## config.mk

```make
export PLATFORM = sky130hd
export DESIGN_NAME = recirc_lanes_buf
export DESIGN_NICKNAME = d
export VERILOG_FILES = /design/src/rtl/recirc_pkg.sv /design/src/rtl/recirc_lane_fifo.sv /design/src/rtl/recirc_lanes_buf.sv
export SDC_FILE = /design/constraint.sdc
export NUM_CORES = 1
export LEC_CHECK = 0
export CAP_MARGIN = 0
export CORE_MARGIN = 3
export CORE_UTILIZATION = 43
export CTS_BUF_LIST = sky130_fd_sc_hd__clkbuf_4
export CTS_CLUSTER_SIZE = 40
export DETAILED_ROUTE_END_ITERATION = 10
export GPL_TIMING_DRIVEN = 0
export HOLD_SLACK_MARGIN = 0.02
export SYNTH_ARGS = -nofsm -noshare
export SYNTH_HDL_FRONTEND = slang
export SYNTH_HIERARCHICAL = 1
export SYNTH_SLANG_ARGS = --single-unit
```

## constraint.sdc

```tcl
create_clock -name clk_f -period 3.7 [get_ports clk_f]
set_input_delay 0.74 -clock clk_f [delete_from_list [all_inputs] [get_ports clk_f]]
set_output_delay 0.74 -clock clk_f [all_outputs]
set_load 0.005 [all_outputs]
```

## src/rtl/recirc_pkg.sv

```systemverilog
// Shared definitions for the lane recirculator: FSM state encoding and the
// pointer-width helper used to size each lane's replay FIFO.
package recirc_pkg;

  typedef enum logic [1:0] {
    ST_FWD    = 2'd0,
    ST_RECIRC = 2'd1,
    ST_REPLAY = 2'd2
  } state_e;

  function automatic int clog2(input int value);
    int r;
    r = 0;
    while ((1 << r) < value) r++;
    return r;
  endfunction

endpackage

```

## src/rtl/recirc_lane_fifo.sv

```systemverilog
// Per-lane replay FIFO. Pointers carry one extra wrap bit so full and empty
// are distinguishable; a pop and a push in the same cycle at full are both taken.
module recirc_lane_fifo
  import recirc_pkg::*;
#(
  parameter int WIDTH = 8,
  parameter int DEPTH = 8
) (
  input  logic             i_clk,
  input  logic             i_reset,
  input  logic             i_push,
  input  logic             i_pop,
  input  logic [WIDTH-1:0] i_data,
  output logic [WIDTH-1:0] o_head,
  output logic             o_empty,
  output logic             o_full,
  output logic             o_empty_next
);

  localparam int AW = clog2(DEPTH);

  logic [AW:0]      r_wr;
  logic [AW:0]      r_rd;
  logic [WIDTH-1:0] r_mem [DEPTH];
  logic             w_do_pop;
  logic             w_do_push;
  logic [AW:0]      w_wr_next;
  logic [AW:0]      w_rd_next;

  assign o_empty      = (r_wr == r_rd);
  assign o_full       = ((r_wr - r_rd) == (AW+1)'(DEPTH));
  assign o_head       = r_mem[r_rd[AW-1:0]];
  assign w_do_pop     = i_pop & ~o_empty;
  assign w_do_push    = i_push & (~o_full | w_do_pop);
  assign w_wr_next    = r_wr + (AW+1)'(w_do_push);
  assign w_rd_next    = r_rd + (AW+1)'(w_do_pop);
  assign o_empty_next = (w_wr_next == w_rd_next);

  always_ff @(posedge i_clk) begin
    if (i_reset) begin
      r_wr <= '0;
      r_rd <= '0;
    end else begin
      r_wr <= w_wr_next;
      r_rd <= w_rd_next;
    end
  end

  always_ff @(posedge i_clk) begin
    if (w_do_push && !i_reset) r_mem[r_wr[AW-1:0]] <= i_data;
  end

endmodule

```

## src/rtl/recirc_lanes_buf.sv

```systemverilog
// N-lane recirculator between the byte sources and the serialiser.
// Optional per-lane statistics counters are enabled with `define RECIRC_STATS_EN.
module recirc_lanes_buf
  import recirc_pkg::*;
#(
  parameter int LANES = 4,
  parameter int WIDTH = 8,
  parameter int DEPTH = 8
) (
  input  logic                   clk_f,
  input  logic                   reset,
  input  logic                   active_serial,
  input  logic [LANES*WIDTH-1:0] data_in,
  input  logic [LANES-1:0]       valid_in,
  output logic [LANES*WIDTH-1:0] data_out,
  output logic [LANES-1:0]       valid_out,
  output logic [LANES*WIDTH-1:0] recirc_data,
  output logic [LANES-1:0]       recirc_valid,
  output logic                   replaying,
  output logic [LANES-1:0]       overflow,
`ifdef RECIRC_STATS_EN
  output logic [LANES*16-1:0]    fwd_count,
  output logic [LANES*8-1:0]     drop_count,
`endif
  output logic [1:0]             dbg_state
);

  localparam int LW = LANES * WIDTH;

  state_e           r_state;
  state_e           w_state_next;
  logic [LANES-1:0] w_empty;
  logic [LANES-1:0] w_full;
  logic [LANES-1:0] w_empty_next;
  logic [LANES-1:0] w_push;
  logic [LANES-1:0] w_pop;
  logic [LANES-1:0] w_vout;
  logic [LANES-1:0] w_rvalid;
  logic [LANES-1:0] w_drop;
  logic [LW-1:0]    w_head;
  logic [LW-1:0]    w_dout;
  logic [LW-1:0]    w_rdata;

  // Datapath depends only on active_serial and buffer occupancy: a non-empty
  // lane always drains before live words, an empty lane passes straight through.
  for (genvar g = 0; g < LANES; g++) begin : g_lane
    assign w_pop[g]    = active_serial & ~w_empty[g];
    assign w_push[g]   = valid_in[g] & (~active_serial | ~w_empty[g]);
    assign w_drop[g]   = valid_in[g] & ~active_serial & w_full[g];
    assign w_vout[g]   = active_serial & (~w_empty[g] | valid_in[g]);
    assign w_rvalid[g] = ~active_serial & valid_in[g];
    assign w_dout[g*WIDTH +: WIDTH]  = !w_vout[g]  ? '0 :
                                       !w_empty[g] ? w_head[g*WIDTH +: WIDTH] :
                                                     data_in[g*WIDTH +: WIDTH];
    assign w_rdata[g*WIDTH +: WIDTH] = w_rvalid[g] ? data_in[g*WIDTH +: WIDTH] : '0;

    recirc_lane_fifo #(
      .WIDTH(WIDTH),
      .DEPTH(DEPTH)
    ) u_fifo (
      .i_clk        (clk_f),
      .i_reset      (reset),
      .i_push       (w_push[g]),
      .i_pop        (w_pop[g]),
      .i_data       (data_in[g*WIDTH +: WIDTH]),
      .o_head       (w_head[g*WIDTH +: WIDTH]),
      .o_empty      (w_empty[g]),
      .o_full       (w_full[g]),
      .o_empty_next (w_empty_next[g])
    );
  end

  // Same rule from every state: inactive recirculates, otherwise replay until drained.
  always_comb begin
    w_state_next = r_state;
    if (!active_serial)      w_state_next = ST_RECIRC;
    else if (&w_empty_next)  w_state_next = ST_FWD;
    else                     w_state_next = ST_REPLAY;
  end

  always_ff @(posedge clk_f) begin
    if (reset) begin
      r_state      <= ST_FWD;
      data_out     <= '0;
      valid_out    <= '0;
      recirc_data  <= '0;
      recirc_valid <= '0;
      overflow     <= '0;
    end else begin
      r_state      <= w_state_next;
      data_out     <= w_dout;
      valid_out    <= w_vout;
      recirc_data  <= w_rdata;
      recirc_valid <= w_rvalid;
      overflow     <= overflow | w_drop;
    end
  end

  assign replaying = (r_state == ST_REPLAY);
  assign dbg_state = r_state;

`ifdef RECIRC_STATS_EN
  for (genvar g = 0; g < LANES; g++) begin : g_stats
    logic [15:0] r_fwd;
    logic [7:0]  r_drop;

    always_ff @(posedge clk_f) begin
      if (reset) begin
        r_fwd  <= '0;
        r_drop <= '0;
      end else begin
        if (w_vout[g] && r_fwd != 16'hFFFF) r_fwd <= r_fwd + 16'd1;
        if (w_drop[g] && r_drop != 8'hFF)   r_drop <= r_drop + 8'd1;
      end
    end

    assign fwd_count[g*16 +: 16] = r_fwd;
    assign drop_count[g*8 +: 8]  = r_drop;
  end
`endif

endmodule

```

Word-level counts from Yosys, hierarchy flattened. Memories as Yosys holds them, arrays and structs flattened. A register that Yosys moved wholly into a read port is not among the register bits. Index checks and enable logic that the tools add are counted. W data, S select, Z words.

Flip-flop bits (word level): 110. RAM bits: 256. Input bits: 39. Logic and storage cells: 141. Memories kept: 4.

Memories: g_lane[0].u_fifo.r_mem (depth 8, width 8, read ports 1, clocked after memory_dff 1, wr ports 1, line recirc_lane_fifo.sv:24) `logic [WIDTH-1:0] r_mem [DEPTH];`; g_lane[1].u_fifo.r_mem (depth 8, width 8, read ports 1, clocked after memory_dff 1, wr ports 1, line recirc_lane_fifo.sv:24); g_lane[2].u_fifo.r_mem (depth 8, width 8, read ports 1, clocked after memory_dff 1, wr ports 1, line recirc_lane_fifo.sv:24); g_lane[3].u_fifo.r_mem (depth 8, width 8, read ports 1, clocked after memory_dff 1, wr ports 1, line recirc_lane_fifo.sv:24).

Add/sub/neg operators: 12. Eq/ne operators: 13. Multiplexer cells: 18. Bitwise logic cells: 58. Reduce and logical (&&, ||, !) cells: 15.

Operator list (count): $add A4 B1 Y4 (8); $eq A4 B4 Y1 (8); $mux W8 (4); $and A1 B1 Y1 (28); $reduce_or A2 Y1 (9); $not A1 Y1 (17); $eq A4 B4 Y1 const B (4); $sub A4 B4 Y4 (4); $mux W3 (4); $or A1 B1 Y1 (12); $mux W1 (9); $logic_and A1 B1 Y1 (4); $or A4 B4 Y4 (1); $reduce_and A4 Y1 (1); $eq A2 B2 Y1 const B (1); $mux W2 (1); $logic_not A1 Y1 (1).

Depth between registers and ports, before layout. Gate-level depths: netlist of the first run.

Word-level depth: 11. Gate-level depth with buffers: 17. Gate-level depth less buffers: 14.

Modules after synthesis. The synthesis of the first run kept the hierarchy.

Modules (own cells, without submodules): recirc_lane_fifo (g_lane[1].u_fifo ...) (instances 3, cells each 175, area an instance 2989.1 um^2, sequential area each 2082.0 um^2); recirc_lane_fifo (g_lane[0].u_fifo) (instances 1, cells each 173, area an instance 2981.6 um^2, sequential area each 2082.0 um^2); recirc_lanes_buf (instances 1, cells each 261, area an instance 2812.7 um^2, sequential area each 1561.5 um^2).

Worst setup path before layout of the first run. No wires, ideal clock.

Path kind: register -> register. Start point: register g_lane[2].u_fifo.r_rd[1]. End point: register r_state[1], in the netlist dbg_state[1]. Setup time: 140 ps. Arrival time: 3453 ps. Required time: 3560 ps. Setup slack: 107 ps. Stages on the path, launching flop included: 18. Path buffers: 3. Period minus slack after synthesis: 3593 ps. Cell sequence: dfxtp_1 > clkbuf_1 > buf_1 > inv_1 > ha_1 > and4_1 > buf_2 > nor2b_1 > inv_1 > a41oi_2 > a2111oi_4 > nor2b_1 > ha_1 > ha_1 > xnor2_1 > xnor2_1 > nor4_1 > a41oi_1.

Longest elaborated chain between the ends: 10. Elaborated cells on any way between the ends: 16. Those cells by class: add/sub (3); eq/ne (3); mux (1); bitwise (8); reduce/logical (1).

Ends and longest elaborated chain: from (decl) (line recirc_lane_fifo.sv:23) `logic [AW:0] r_rd;`; from (signal assigned) (line recirc_lane_fifo.sv:45) `r_rd <= w_rd_next;`; $eq A4 B4 Y1 * (line recirc_lane_fifo.sv:30) `assign o_empty = (r_wr == r_rd);`; via w_empty[2] (line recirc_lanes_buf.sv:32) `logic [LANES-1:0] w_empty;`; $not A1 Y1 * (line recirc_lanes_buf.sv:47) `assign w_pop[g] = active_serial & ~w_empty[g];`; $and A1 B1 Y1 * (line recirc_lanes_buf.sv:47); via w_pop[2] (line recirc_lanes_buf.sv:36) `logic [LANES-1:0] w_pop;`; $and A1 B1 Y1 * (line recirc_lane_fifo.sv:33) `assign w_do_pop = i_pop & ~o_empty;`; $or A1 B1 Y1 (line recirc_lane_fifo.sv:34) `assign w_do_push = i_push & (~o_full | w_do_pop);`; $and A1 B1 Y1 (line recirc_lane_fifo.sv:34); $add A4 B1 Y4 (line recirc_lane_fifo.sv:35) `assign w_wr_next = r_wr + (AW+1)'(w_do_push);`; $eq A4 B4 Y1 * (line recirc_lane_fifo.sv:37) `assign o_empty_next = (w_wr_next == w_rd_next);`; via w_empty_next[2] (line recirc_lanes_buf.sv:34) `logic [LANES-1:0] w_empty_next;`; $reduce_and A4 Y1 * (line recirc_lanes_buf.sv:77) `else if (&w_empty_next) w_state_next = ST_FWD;`; $mux W2 * (line recirc_lanes_buf.sv:77); to (signal assigned) (line recirc_lanes_buf.sv:90) `r_state <= w_state_next;`; to (decl) (line recirc_lanes_buf.sv:30) `state_e r_state;`.

Mark *: on every way through the listed nets, which the timed path passes. The rest lies on a longest branch. A chain may end at the register's enable or synchronous reset.

Worst setup path after layout of the first run.
Start point: register g_lane[0].u_fifo.r_wr[0]. End point: register r_state[1], in the netlist dbg_state[1].

Longest elaborated chain between the ends: 10. Elaborated cells on any way between the ends: 16. Those cells by class: add/sub (3); eq/ne (3); mux (1); bitwise (8); reduce/logical (1).

Ends and longest elaborated chain: from (decl) (line recirc_lane_fifo.sv:22) `logic [AW:0] r_wr;`; from (signal assigned) (line recirc_lane_fifo.sv:44) `r_wr <= w_wr_next;`; $eq A4 B4 Y1 * (line recirc_lane_fifo.sv:30); via w_empty[0] (line recirc_lanes_buf.sv:32); $not A1 Y1 * (line recirc_lanes_buf.sv:47); $and A1 B1 Y1 * (line recirc_lanes_buf.sv:47); via w_pop[0] (line recirc_lanes_buf.sv:36); $and A1 B1 Y1 * (line recirc_lane_fifo.sv:33); $or A1 B1 Y1 (line recirc_lane_fifo.sv:34); $and A1 B1 Y1 (line recirc_lane_fifo.sv:34); $add A4 B1 Y4 (line recirc_lane_fifo.sv:35); $eq A4 B4 Y1 * (line recirc_lane_fifo.sv:37); via w_empty_next[0] (line recirc_lanes_buf.sv:34); $reduce_and A4 Y1 * (line recirc_lanes_buf.sv:77); $mux W2 * (line recirc_lanes_buf.sv:77).

Marks and branches as above.

==> results of run 1 <==
-- power by group through the flow --
stage	Combinational [mW]	Sequential, mW	Clock (mW)
3_5_place_dp	1.42	4.69	0
3_3_place_gp	1.37	4.68	0
5_1_grt	1.65	4.61	3.91
2_1_floorplan	0.912	4.67	0
6_report	1.52	4.60	3.57
4_1_cts	1.49	4.60	3.71
-- cells by family after synthesis --
logic type / count (synthesis) / share of synthesized area [%]
AO/OA/AOI/OAI: 65 / 4.09
XOR/XNOR: 40 / 2.37
adder cells (fa/ha/maj): 28 / 2.37
buffers and inverters: 66 / 2.36
flip-flops: 366 / 67.0
multiplexers: 64 / 9.76
AND/OR/NAND/NOR: 330 / 12.0
-- timing repair --
action / CTS / global route
hold buffers: 0 / 0
setup endpoints to repair: 269 / 25
setup buffers: 4 / 5
resized for setup: 40 / 41
pin swaps: 4 / 6
-- per-stage QoR --
step	area (µm²)	TNS [ns]	hold WS [ns]
global route	18400	-0.0219	0.280
detailed placement	16800	-112.88	0.440
global placement	16500	-275.88	0.437
finish	18400	0	0.346
CTS	18200	-0.0815	0.268
floorplan	14800	0	0.442
-- cells in the final DEF, fill, tap and decap left out, drive strengths merged, types with 42 or more instances in the layout --
cell	instances
dfxtp	110
nand3	46
mux4	64
buf	62
edfxtp	256
a21oi	48
clkbuf	162
nand2b	42
clkdlybuf4s50	116
nand2	106
-- routing by layer --
| metal | global-route usage, % | wire [µm] |
|---|---|---|
| met1 | 23.3 | 14000 |
| met2 | 30.9 | 16300 |
| met3 | 4.20 | 1690 |
| met4 | 8.02 | 816 |
| met5 | 0 | 0 |
-- state kept, by name, indices dropped and copies added (netlist names) --
register,cells
g_lane.u_fifo/r_rd,16
g_lane.u_fifo/r_wr,16
dbg_state,2
overflow,4
data_out,32
g_lane.u_fifo/r_mem,256
recirc_data,32
valid_out,4
recirc_valid,4
-- cell type report --
class	instances	area, µm²
sequential	366	9890
inverter	24	100
multi-input combinational	527	4850
antenna	1	2.50
timing repair buffer	147	1390
clock buffer	152	1140
tap	448	561
buffer	41	352
clock inverter	21	135
fill	2861	15300
-- worst paths after layout --
| path | startpoint | cells after the start | endpoint |
|---|---|---|---|
| worst min-delay path | active_serial | 2 | recirc_valid[3]$_SDFF_PP0_ |
| worst max-delay path | g_lane[0].u_fifo/r_wr[0]$_SDFF_PP0_ | 15 | dbg_state[1]$_SDFF_PP0_ |
| worst max register to register | g_lane[0].u_fifo/r_wr[0]$_SDFF_PP0_ | 15 | dbg_state[1]$_SDFF_PP0_ |
| worst min register to register | overflow[3]$_SDFF_PP0_ | 2 | overflow[3]$_SDFF_PP0_ |
==> results.md, run 1 <==
- The run finished with clean final reports.
- The relative contribution of the clock network to total power is 36.9%.
- For this run, the register share of the synthesized area comes to 67.0%.
- Counting instances in the post-synthesis netlist gives the leading cell types as edfxtp_1 (256), dfxtp_1 (110), nand2_1 (106).
- The mean instance size in the synthesized netlist is 15.4 µm².
- The final critical-path share of the clock period is 95.4%.
- Once detail routing completed, the nets flagged for antenna violations numbered 0.
- The clock drives 366 sinks.
- Counting flops and latches in the post-synthesis netlist gives 366.
- The endpoint kind of the worst setup timing path is a flop.
- The clock-pin slew reported for the worst setup and hold paths after clock tree synthesis is 0.06 ns.
- For this configuration, the core starts out at a cell density of 43.8%.
- After technology mapping, the gate count stands at 959.
- In this run the power spent charging and discharging nets is 2.47 mW.
- The number of ports placed on the die boundary is 118.
- The clock tree synthesis step divided the H-tree into 3 levels.
- Summed over all layers, the routed wires come to 32.8 mm.
- The number of non-filler instances in the completed layout is 1727.
- The largest buffer count on any clock path is 3.
- After floorplanning, the core was divided into 67 placement rows.
- At the worst endpoint, the required time is 4.28 ns.
- Cells with a size suffix above 1 make up 30.4% of the layout.
- The final weighted congestion in routability-driven placement is 0.766.
- In the final design database the tool counted 1269 nets.
- The count of synthesis-stage warnings from yosys is 6.
- The internal portion of the total power is 7.22 mW.
- Combinational logic burns 15.6% of the power.
- The kind of cell with the highest combined delay along the critical path is simple AND/OR/NAND/NOR gates.
- Among all flip-flop cells after synthesis, the most frequent one is edfxtp_1.
- Together, buffers and inverters on the worst path number 3.
- The maximum cell stage delay along the critical path is 0.51 ns.
- The core footprint is 33700 µm².
- The initial antenna violation count was 1.
- In this run, CTS created clock tree buffers numbering 95.
- The HPWL after detailed placement is 21.5 mm.
- The number of global-route vias before repair is 9364.
- The number of design rule violations left after detail routing is 0.
- Overall power consumption after layout is estimated at 9.69 mW.
- The arrival time at the worst endpoint is 4.11 ns.
- For flop-to-flop paths, the worst setup slack is 0.17 ns.
- The critical path in this run is classified as reg -> reg.
- For this design the static power due to leakage is 6.40 nW.
- Dividing total power by cell area gives a power density of 526 nW/µm².
- Ranked by total cell area, the synthesized netlist is headed by edfxtp_1 (52%), dfxtp_1 (15%), mux4_2 (9.8%).
- The TritonCTS clock tree is yes.
- The die is 191 µm tall.
- The synthesized netlist net count is 1026.
- For the pin with the worst max-slew slack, the measured transition is 1.14 ns.
- The number of hold violations in the final report is 0.
- For this run the aggregate overflow at the end of global routing stands at 0.
- The detailed router finished its first iteration with 382 violations.
- Setup violations remaining at the end of the flow were counted as 0.
- For this run, the detailed router's first-pass iteration total came to 5.
- Along the worst path, the maximum fanout reaches 10.
- Once placement completed, the tool counted placed cells totaling 1545.
- The type of the tightest min-delay check is in -> reg.
- Sequential cells account for 47.5% of the total power.
- Across the VDD grid, the largest voltage drop is 0.258 mV.
- Of all flip-flops after synthesis, the portion carrying an async set or reset was 0%.
- The minimum period implied by the final worst setup slack is 3.53 ns.
- The worst slew margin relative to its limit is 23.8%.
- In this run the cell area of the synthesized design comes to 14800 µm².
- The root buffer cell is clkbuf_4.
- The top achievable clock speed is 283 MHz.
- The number of distinct library cell variants in the gate-level netlist after synthesis is 35.
- From synthesis to final layout, the design area changed by 24.8%.
- Cells fill 54.7% of the core in the end.
- The signal on the critical path passes through inv_1, ha_1, and4_1, buf_2, nor2b_1, inv_1, a41oi_2, a2111oi_4, nor2b_1, ha_1, nand3_1, xor2_2, xor2_1, nor4_2, a41oi_2.
- The number of input and output port buffers inserted is 116.
- The worst-skew pair later-pin latency is 0.76 ns.
- The max-slew violation count was 0.
- The synthesized design devotes to its leading area cell type 52.1% of total area.
- In the routed layout, each cell is associated on average with a via count of 5.06.
- The worst setup path is launched from a flop.
- The slowest cell on the critical path is dfxtp_1.
- Across all setup checks in the final design, the least slack found is 0.171 ns.
- The final setup skew is 0.0466 ns.
- The global-route wire length before repair is 51.4 mm.
- The synthesized design contains 256 enable-type register cells.
- Max-cap violations in this run came to 0.
- The floorplan die width is 191 µm.
- The global-route total usage across every layer is 18.6%.
- The routed length per instance is 19.0 µm.
- In the post-synthesis netlist, the cell with the most instances is edfxtp_1.
- The library cell occupying the most area in the post-synthesis netlist is edfxtp_1.
- The area of the die is 36600 µm².
- Entering global routing, the biggest net connects 24 pins.
- The net switching share of the total power is 25.5%.
- The worst-case setup slack after placement is -1.26 ns.
- The via total after detailed routing is 8736.
No activity file was read; power rests on OpenSTA's default activity.
==> inputs of run 2 (changes only) <==
- clock period: 3.7 -> 4 ns (I/O delays scaled with it)
==> run 2 against run 1 <==
Flip-flop and latch count unchanged. Largest power group unchanged. Register-to-register slack better by 0.096 ns. Total power down 7.9%. Clock skew down 0.0031 ns. Design area down 1.0%. Largest cell class unchanged. Wire length down 0.20%. Sequential share of layout area up 0.54 points. Via count down 0.25%. Critical path depth unchanged.
==> results.md, run 2 (synthesis results as in run 1) <==
- The kind of start point of the critical path is a flop (unchanged).
- The number of buffer and inverter instances along the worst setup path is 5 (was 3).
- The top achievable clock speed is 268 MHz (was 283 MHz).
- The total negative slack for setup checks came to 0 ns (unchanged).
- The part of the power in registers is 47.7% (was 47.5%).
- The floorplan die width came to 191 µm (unchanged).
- The worst path required time was 4.58 ns (was 4.28 ns).
- The register area was 9890 µm² (unchanged).
- The number of nets in the final layout came to 1267 (was 1269).
- The final antenna-violating net count is 0 (unchanged).
- The end of the worst register-to-register path is dbg_state[1]$_SDFF_PP0_ (unchanged).
- The minimum period implied by the final worst setup slack is 3.73 ns (was 3.53 ns).
- The total CTS buffers is 95 (unchanged).
- The leakage power of the design is 6.36 nW (was 6.40 nW).
- The internal power component is 6.65 mW (was 7.22 mW).
- The max-slew violation count is 0 (unchanged).
- The fraction of final layout cells with drive strength greater than 1 is 29.5% (was 30.4%).
- The setup slack after layout is 0.267 ns (was 0.171 ns).
- The worst-case setup slack after placement is -0.964 ns (was -1.26 ns).
- The TritonCTS sink count is 366 (unchanged).
- The number of hold-repair buffers added at the cts stage is 0 (unchanged).
- The count of maximum capacitance violations is 0 (unchanged).
- The area occupied by multi-input gates is 4750 µm² (was 4850 µm²).
- The cell class contributing the biggest share of worst-path delay is buffers and inverters (was simple AND/OR/NAND/NOR gates).
- The initial antenna violation count is 1 (unchanged).
- The worst slew margin relative to its limit is 26.7% (was 23.8%).
- The type of the tightest min-delay check was in -> reg (unchanged).
- The count of TritonRoute iterations in the first routing pass is 4 (was 5).
- The total wirelength of the detailed-routed design was 32.8 mm (about the same).
- The detailed-placement wirelength estimate was 21.5 mm (unchanged).
- The largest buffer count on any clock path is 3 (unchanged).
- The total overflow reported by the global router is 0 (unchanged).
- The slowest cell on the critical path is nor4_2 (was dfxtp_1).
- The root buffer cell is clkbuf_4 (unchanged).
- The worst setup path startpoint is g_lane[2].u_fifo/r_rd[1]$_SDFF_PP0_ (was g_lane[0].u_fifo/r_wr[0]$_SDFF_PP0_).
- The worst hold-check slack was 0.410 ns (was 0.346 ns).
- The arrival time at the worst endpoint is 4.31 ns (was 4.11 ns).
- The number of design rule violations left after detail routing was 0 (unchanged).
- The largest vdd supply drop is 0.239 mV (was 0.258 mV).
- The flip-flop count of the largest register, all copies and words added came to 256 (unchanged).
- The capture point of the critical path is dbg_state[1]$_SDFF_PP0_ (unchanged).
- The core footprint is 33700 µm² (unchanged).
- The number of placed cells counting well taps is 1545 (unchanged).
- The endpoint kind of the worst setup timing path was a flop (unchanged).
- The finished layout cell area is 18200 µm² (was 18400 µm²).
- The via total after detailed routing is 8714 (was 8736).
- Setup repair after global routing left no endpoint under its margin.
- The final critical-path share of the clock period came to 93.3% (was 95.4%).
- The power per cell area is 489 nW/µm² (was 526 nW/µm²).
- The floorplan die height is 191 µm (unchanged).
- The via density per instance is 5.05 (was 5.06).
- The net switching share of the total power is 25.5% (about the same).
- The reg-to-reg startpoint was g_lane[2].u_fifo/r_rd[1]$_SDFF_PP0_ (was g_lane[0].u_fifo/r_wr[0]$_SDFF_PP0_).
- The global-route wire length before repair is 51.3 mm (was 51.4 mm).
- The area of the die was 36600 µm² (unchanged).
- The initial cell density of the core is 43.8% (unchanged).
- The number of input and output port buffers inserted is 116 (unchanged).
- The post-layout total power is 8.92 mW (was 9.69 mW).
- Status: finished clean (unchanged).
- The combinational fraction of design power is 15.2% (was 15.6%).
- Most used cells in the layout excluding fill and tap cells: edfxtp_1 (256), clkbuf_4 (154), clkdlybuf4s50_1 (116), dfxtp_1 (110), nand2_1 (106) (was edfxtp_1 (256), clkbuf_4 (158), clkdlybuf4s50_1 (116), dfxtp_1 (110), nand2_1 (106)).
- The leading cell type in the layout, fill and taps excluded is edfxtp_1 (unchanged).
- The pin count of the biggest net entering global routing came to 24 (unchanged).
- The final weighted congestion in routability-driven placement was 0.766 (unchanged).
- The critical path depth in cells is 15 (unchanged).
- The worst-case register-to-register setup slack is 0.27 ns (was 0.17 ns).
- The number of inserted filler cells in the final layout is 2881 (was 2861).
- The routed length per instance is 19.0 µm (about the same).
- The worst-case reg-to-reg path depth is 15 (unchanged).
- The final setup skew is 0.0435 ns (was 0.0466 ns).
- The maximum cell stage delay along the critical path came to 0.42 ns (was 0.51 ns).
- The count of endpoints failing setup in the final report came to 0 (unchanged).
- The number of hold violations in the final report is 0 (unchanged).
- The relative contribution of the clock network to total power is 37.1% (was 36.9%).
- The number of global-route vias before repair is 9336 (was 9364).
- The number of standard-cell rows in the floorplan was 67 (unchanged).
- The signed area change from the synthesized netlist to the final layout came to 23.6% (was 24.8%).
- The clock-pin slew reported for the worst setup and hold paths after clock tree synthesis is 0.06 ns (about the same).
- The global-route total usage across every layer is 18.5% (was 18.6%).
- Cell chain of the critical path: buf_2, buf_4, inv_1, ha_1, and4_1, buf_2, clkbuf_4, a21oi_2, nor2b_1, ha_1, nand3_1, xor2_1, xor2_1, nor4_2, a41oi_2 (was inv_1, ha_1, and4_1, buf_2, nor2b_1, inv_1, a41oi_2, a2111oi_4, nor2b_1, ha_1, nand3_1, xor2_2, xor2_1, nor4_2, a41oi_2).
- The TritonCTS clock tree was yes (unchanged).
- The power spent charging and discharging nets is 2.27 mW (was 2.47 mW).
- The number of ports placed on the die boundary is 118 (unchanged).
- The number of non-filler instances in the completed layout is 1727 (unchanged).
- The worst-skew pair later-pin latency is 0.75 ns (was 0.76 ns).
- The biggest fanout along the worst timing path is 10 (unchanged).
- The fraction of the core area covered by cells at the end of the flow is 54.1% (was 54.7%).
- The placed cell area is 16800 µm² (unchanged).
- The kind of critical path is reg -> reg (unchanged).
- The pin slew with the least headroom to its limit is 1.10 ns (was 1.14 ns).
- The detailed router's first-iteration violation count is 387 (was 382).
- The number of levels the H-tree was split into is 3 (unchanged).
==> run 2: cell types whose count changed in the layout (fill, tap and decap cells not counted), sizes merged <==
cell	change
buf	+1
clkinvlp	+1
clkinv	-1
clkbuf	-3
diode	+2
==> run 2: layout make-up <==
class,count,area share (%)
Antenna cell,3,0.0412
Buffer,42,1.57
Clock buffer,152,6.26
Clock inverter,21,0.741
Inverter,24,0.542
Multi-Input combinational cell,527,26.0
Sequential cell,366,54.2
Tap cell,448,3.07
Timing Repair Buffer,144,7.52
==> run 2: power by group through the flow <==
| stage | sequential, mW | clock [mW] | combinational, mW |
|---|---|---|---|
| 5_1_grt | 4.27 | 3.62 | 1.49 |
| 6_report | 4.25 | 3.31 | 1.36 |
| 2_1_floorplan | 4.32 | 0 | 0.844 |
| 3_5_place_dp | 4.34 | 0 | 1.31 |
| 3_3_place_gp | 4.33 | 0 | 1.27 |
| 4_1_cts | 4.25 | 3.43 | 1.35 |
==> run 2: how the worst min path moves through the flow <==
stage                      startpoint                          to  slack [ns]  cells after the start
2_1_floorplan  overflow[0]$_SDFF_PP0_      overflow[0]$_SDFF_PP0_        0.44                      2
3_3_place_gp   overflow[2]$_SDFF_PP0_      overflow[2]$_SDFF_PP0_        0.44                      2
3_5_place_dp   overflow[3]$_SDFF_PP0_      overflow[3]$_SDFF_PP0_        0.44                      2
4_1_cts                 active_serial  recirc_valid[2]$_SDFF_PP0_        0.33                      2
5_1_grt                 active_serial  recirc_valid[3]$_SDFF_PP0_        0.32                      2
6_report                active_serial  recirc_valid[3]$_SDFF_PP0_        0.41                      2
==> run 2: metal layers <==
layer	GRT usage (%)	wire length (µm)	up-vias
met5	0	0	-
met4	7.11	660	0
met3	4.82	1750	52
met2	31.1	16300	232
met1	23.1	14000	4306
li1	-	-	4124
==> run 2: what timing repair did <==
action,in CTS,in global routing
cloned,0,0
pin swaps,4,1
endpoints found under the setup margin,159,17
setup buffers,4,2
gates resized for setup,24,16
endpoints found under the hold margin,0,0
